<file path="src/rtl/wb_trace_reader.sv">
// Captures PipeLine writeback records (pc, rwd, wb_data) into a circular FIFO
// and drains each record as a two-beat valid/ready stream: pc first, wb_data second.
module wb_trace_reader #(
  parameter int DEPTH  = 8,
  parameter int DROP_W = 16
) (
  input  logic                     clk,
  input  logic                     rst_n,
  input  logic                     cap_en,
  input  logic [31:0]              pc,
  input  logic [4:0]               rwd,
  input  logic [31:0]              wb_data,
  output logic                     out_valid,
  input  logic                     out_ready,
  output logic [31:0]              out_data,
  output logic                     out_first,
  output logic [4:0]               out_rwd,
  output logic [$clog2(DEPTH):0]   fifo_count,
  output logic [DROP_W-1:0]        drop_count,
  output logic [1:0]               dbg_state
);

  // Stream handshake: a beat transfers on a rising clk where out_valid && out_ready.
  // Once out_valid is high, it and the beat contents hold until that transfer.

  localparam int AW = $clog2(DEPTH);
  localparam int CW = AW + 1;

  typedef enum logic [1:0] {IDLE, BEAT0, BEAT1} state_t;

  state_t          state, state_next;
  logic [AW-1:0]   wr_ptr, rd_ptr;
  logic [68:0]     mem [DEPTH];
  logic [68:0]     head;
  logic            full, push, wr_en, drop, pop;

  assign full  = (fifo_count == CW'(DEPTH));
  assign push  = cap_en && (rwd != 5'd0);
  assign wr_en = push && !full;
  assign drop  = push && full;
  assign pop   = (state == BEAT1) && out_ready;
  assign head  = mem[rd_ptr];
  assign dbg_state = state;

  // Contents are not reset; only pointers and count define what is valid.
  always_ff @(posedge clk) begin
    if (wr_en) mem[wr_ptr] <= {pc, rwd, wb_data};
  end

  always_ff @(posedge clk) begin
    if (!rst_n) begin
      state      <= IDLE;
      wr_ptr     <= '0;
      rd_ptr     <= '0;
      fifo_count <= '0;
      drop_count <= '0;
    end else begin
      state <= state_next;
      if (wr_en) wr_ptr <= wr_ptr + 1'b1;
      if (pop)   rd_ptr <= rd_ptr + 1'b1;
      case ({wr_en, pop})
        2'b10:   fifo_count <= fifo_count + 1'b1;
        2'b01:   fifo_count <= fifo_count - 1'b1;
        default: fifo_count <= fifo_count;
      endcase
      if (drop && (drop_count != {DROP_W{1'b1}}))
        drop_count <= drop_count + 1'b1;
    end
  end

  always_comb begin
    state_next = state;
    out_valid  = 1'b0;
    out_first  = 1'b0;
    out_data   = 32'd0;
    out_rwd    = 5'd0;
    case (state)
      IDLE: begin
        if (fifo_count != '0) state_next = BEAT0;
      end
      BEAT0: begin
        out_valid = 1'b1;
        out_first = 1'b1;
        out_data  = head[68:37];
        out_rwd   = head[36:32];
        if (out_ready) state_next = BEAT1;
      end
      BEAT1: begin
        out_valid = 1'b1;
        out_data  = head[31:0];
        out_rwd   = head[36:32];
        // Decide on the pre-pop count so back-to-back records skip IDLE.
        if (out_ready) state_next = (fifo_count > CW'(1)) ? BEAT0 : IDLE;
      end
      default: state_next = IDLE;
    endcase
  end

endmodule
</file>
<file path="config.mk">
export PLATFORM = sky130hd
export DESIGN_NAME = wb_trace_reader
export DESIGN_NICKNAME = d
export VERILOG_FILES = /design/src/rtl/wb_trace_reader.sv
export SDC_FILE = /design/constraint.sdc
export NUM_CORES = 1
export LEC_CHECK = 0
export CELL_PAD_IN_SITES_DETAIL_PLACEMENT = 0
export CELL_PAD_IN_SITES_GLOBAL_PLACEMENT = 1
export CORE_ASPECT_RATIO = 2
export CORE_UTILIZATION = 54
export CTS_BUF_LIST = sky130_fd_sc_hd__clkbuf_2 sky130_fd_sc_hd__clkbuf_4 sky130_fd_sc_hd__clkbuf_8
export CTS_CLUSTER_DIAMETER = 150
export DETAILED_ROUTE_END_ITERATION = 12
export PLACE_DENSITY = 0.88
export SKIP_CTS_REPAIR_TIMING = 1
export SYNTH_ARGS = -nofsm -noshare
export SYNTH_HDL_FRONTEND = slang
export SYNTH_SLANG_ARGS = --single-unit
export TNS_END_PERCENT = 1
</file>
<file path="constraint.sdc">
create_clock -name clk -period 9.46 [get_ports clk]
set_input_delay 1.892 -clock clk [delete_from_list [all_inputs] [get_ports clk]]
set_output_delay 1.892 -clock clk [all_outputs]
set_load 0.005 [all_outputs]
</file>
==> results.py <==
metrics = {
    "yosys": {
        "async_flop_share_pct": 0,
        "yosys-top-cells-count": "edfxtp_1 (552), mux4_2 (138), mux2i_1 (77)",
        "synth_edf_count": 552,
        "mappedNetlistArea_um2": 22500,
        "syn_area_per_cell_um2": 21.8,
        "seq_area_frac_synth_pct": 76.3,
        "syn_inst": 1031,
        "synth_area_leader_cell": "edfxtp_1",
        "synthDominantCellAreaShare_pct": 73.6,
        "yosysMostFrequentCell": "edfxtp_1",
        "synth_flop_cell": "edfxtp_1",
        "synth.distinct_cells": 42,
        "syn-num-nets": 1117,
        "synthTopCellsByArea": "edfxtp_1 (74%), mux4_2 (14%), mux2i_1 (3.4%), dfxtp_1 (2.8%), o22ai_1 (0.89%)",
        "synth_warnings": 0,
        "ys_ff_latch": 583,
    },
    "timing": {
        "slew_viol_final": 0,
        "timing.final.crit_period_ns": 5.94,
        "rsz0062_at_grt": "no",
        "slew_headroom_pct": 25.2,
        "setup_viol": 0,
        "final.setup_skew_ns": 0.0227,
        "whs_ns": 0.511,
        "period_share_pct": 62.8,
        "hold_viol": 0,
        "tns_ns": 0,
        "max_freq_ghz": 0.168,
        "worst_pin_slew_ns": 1.12,
    },
    "power_and_ir_drop": {
        "p_seq_share_pct": 55.6,
        "ir_drop_mv": 0.127,
        "p_total_mw": 5.25,
        "power_leakage_nw": 8.03,
        "power_density_nw_per_um2": 201,
        "combPwrFrac_pct": 8.9,
        "p_switching_mw": 1.11,
        "cellInternalPower_mw": 4.14,
        "p_clk_share_pct": 35.6,
        "switching_share_pct": 21.2,
    },
    "setup_path": {
        "slowest_stage": "dfxtp_4",
        "end_kind": "output port",
        "rr_endpoint": "mem[5][12]$_DFFE_PP_",
        "startpoint_type": "flop",
        "arrival_ns": 4.05,
        "r2r_cells": 8,
        "cp.required_ns": 7.57,
        "cp_cell_sequence": "buf_4, mux4_2, mux2i_1, o22ai_1, clkdlybuf4s50_1",
        "path_buf_inv": 2,
        "r2r_start": "fifo_count[0]$_SDFFE_PN0P_",
        "cp_slowest_stage_delay_ns": 1.02,
        "r2r_setup_slack_ns": 6.08,
        "cp_top_family": "buffers and inverters",
        "crit_type": "flop to output port",
        "path_max_fanout": 51,
    },
    "cts": {
        "cts_sinks": 583,
        "clock_latency_ns": 0.60,
        "clk_pin_slew_ns": 0.06,
        "cts_max_level": 3,
        "clk_path_buf_depth": 3,
        "numCtsBuffers": 75,
        "root_buffer": "clkbuf_8",
        "cts_tree": "built",
    },
    "layout": {
        "seqCellArea_um2": 17200,
        "syn_to_final_growth_pct": 15.6,
        "multi_input_area_um2": 5120,
        "final_nets": 1297,
        "drive_gt1_share_pct": 23.0,
        "n_fill_cell": 2695,
        "final_util_pct": 63.3,
    },
    "global_route": {
        "grt_max_degree": 65,
        "grt_pass1_vias": 11700,
        "overflow": 0,
        "grt_usage_pct": 21.6,
        "antenna_found_initial": 4,
        "grt_pass1_wl_um": 67300,
    },
    "drt": {
        "wl_per_cell_um": 24.5,
        "ant_nets": 0,
        "viasPerCell": 5.90,
        "drc_errors": 0,
        "first_pass_iters": 5,
        "drtIter0Drc": 571,
        "wl_um": 44300,
        "num_vias": 10600,
    },
    "floorplan": {
        "die_area_um2": 42600,
        "dieWidth_um": 146,
        "row_count": 105,
        "io_pins": 134,
        "start_util_pct": 54.8,
        "die_height_um": 291,
        "design.core.area_um2": 41100,
    },
    "min_path": {
        "min_from": "rd_ptr[1]$_SDFFE_PN0P_",
        "hold_class": "flop to flop",
        "hold_path_depth": 2,
    },
    "job": {
        "maxCapViolations": 0,
    },
    "placement": {
        "port_buffers": 133,
        "gp_congestion": 0.692,
        "hpwlAfterDp_um": 24700,
    },
    "status": {
        "status": "finished clean",
    },
}
[cells by family after synthesis]
family                   share of synthesized area [%]
AO/OA/AOI/OAI                                     1.51
XOR/XNOR                                         0.544
adder cells (fa/ha/maj)                          0.722
buffers and inverters                             1.18
flip-flops                                        76.3
multiplexers                                      17.2
AND/OR/NAND/NOR                                   2.49
[worst max-delay path by stage]
stage               depth (start not counted)             endpoint  startpoint
CTS                                         5          out_data[1]        flop
floorplan                                   4  mem[0][0]$_DFFE_PP_      rwd[0]
global placement                            5          out_data[1]        flop
detailed placement                          5          out_data[1]        flop
finish                                      5          out_data[1]        flop
global route                                5         out_data[25]        flop
[metal layers]
metal / GRT usage [%] / wire length [um]
met1: 24.8 / 16400
met2: 39.4 / 24400
met3: 3.56 / 2250
met4: 9.32 / 1220
met5: 0 / 9
[cell usage in the layout, fill, tap and decap left out, drive strengths merged, types with 2 or more instances in the layout]
cell	instances
mux2i	77
clkinvlp	2
mux4	138
nand2	24
and4	2
nand4	3
nor2	11
dfxtp	31
and3	2
nor4b	2
or3	3
o21ai	7
clkinv	22
a21boi	7
edfxtp	552
nor2b	6
o22ai	32
nand3	9
nor4	2
xnor2	4
a21oi	2
nor3	6
inv	8
diode	4
o211ai	2
clkbuf	102
bufinv	5
xor2	10
buf	18
and2	15
ha	13
clkdlybuf4s50	133
nand2b	8
[per-stage QoR]
| stage | cell area [um2] | setup WS [ns] | std cells |
|---|---|---|---|
| CTS | 26000 | 3.31 | 1801 |
| finish | 26000 | 3.52 | 1805 |
| global placement | 24500 | 3.96 | 1669 |
| global route | 26000 | 3.15 | 1804 |
| floorplan | 22500 | 1.71 | 1031 |
| detailed placement | 24500 | 3.97 | 1669 |
[layout make-up]
cell class              count  area share [%]
inverters                   7           0.101
diodes                      4          0.0384
flip-flops and latches    583            66.1
clock buffers             102            4.89
clock inverters            30            1.01
well taps                 535            2.57
repair buffers            151            5.63
multi-input cells         393            19.7
[worst register-to-register path: cells and delay by family (launching register included)]
kind | cells | cell delay (ns)
adders and majority gates | 1 | 0.26
AOI/OAI and AO/OA | 1 | 0.17
and+or+nand+nor | 3 | 1.06
DFF | 1 | 0.46
buffers and inverters | 3 | 1.01
[flip-flops by register name, summed over array words and instances (netlist names), named ones only]
name	flops
dbg_state	2
drop_count	16
fifo_count	4
mem	552
rd_ptr	3
wr_ptr	3
[power by group through the flow]
stage                     combinational [mW]  clock [mW]  sequential [mW]
after floorplan                        0.277           0             2.96
after global placement                 0.464           0             2.97
after detailed placement               0.473           0             2.97
after CTS                              0.475        1.90             2.92
after global routing                   0.503        2.01             2.92
final                                  0.466        1.87             2.91
(Power assumes the default switching activity.)
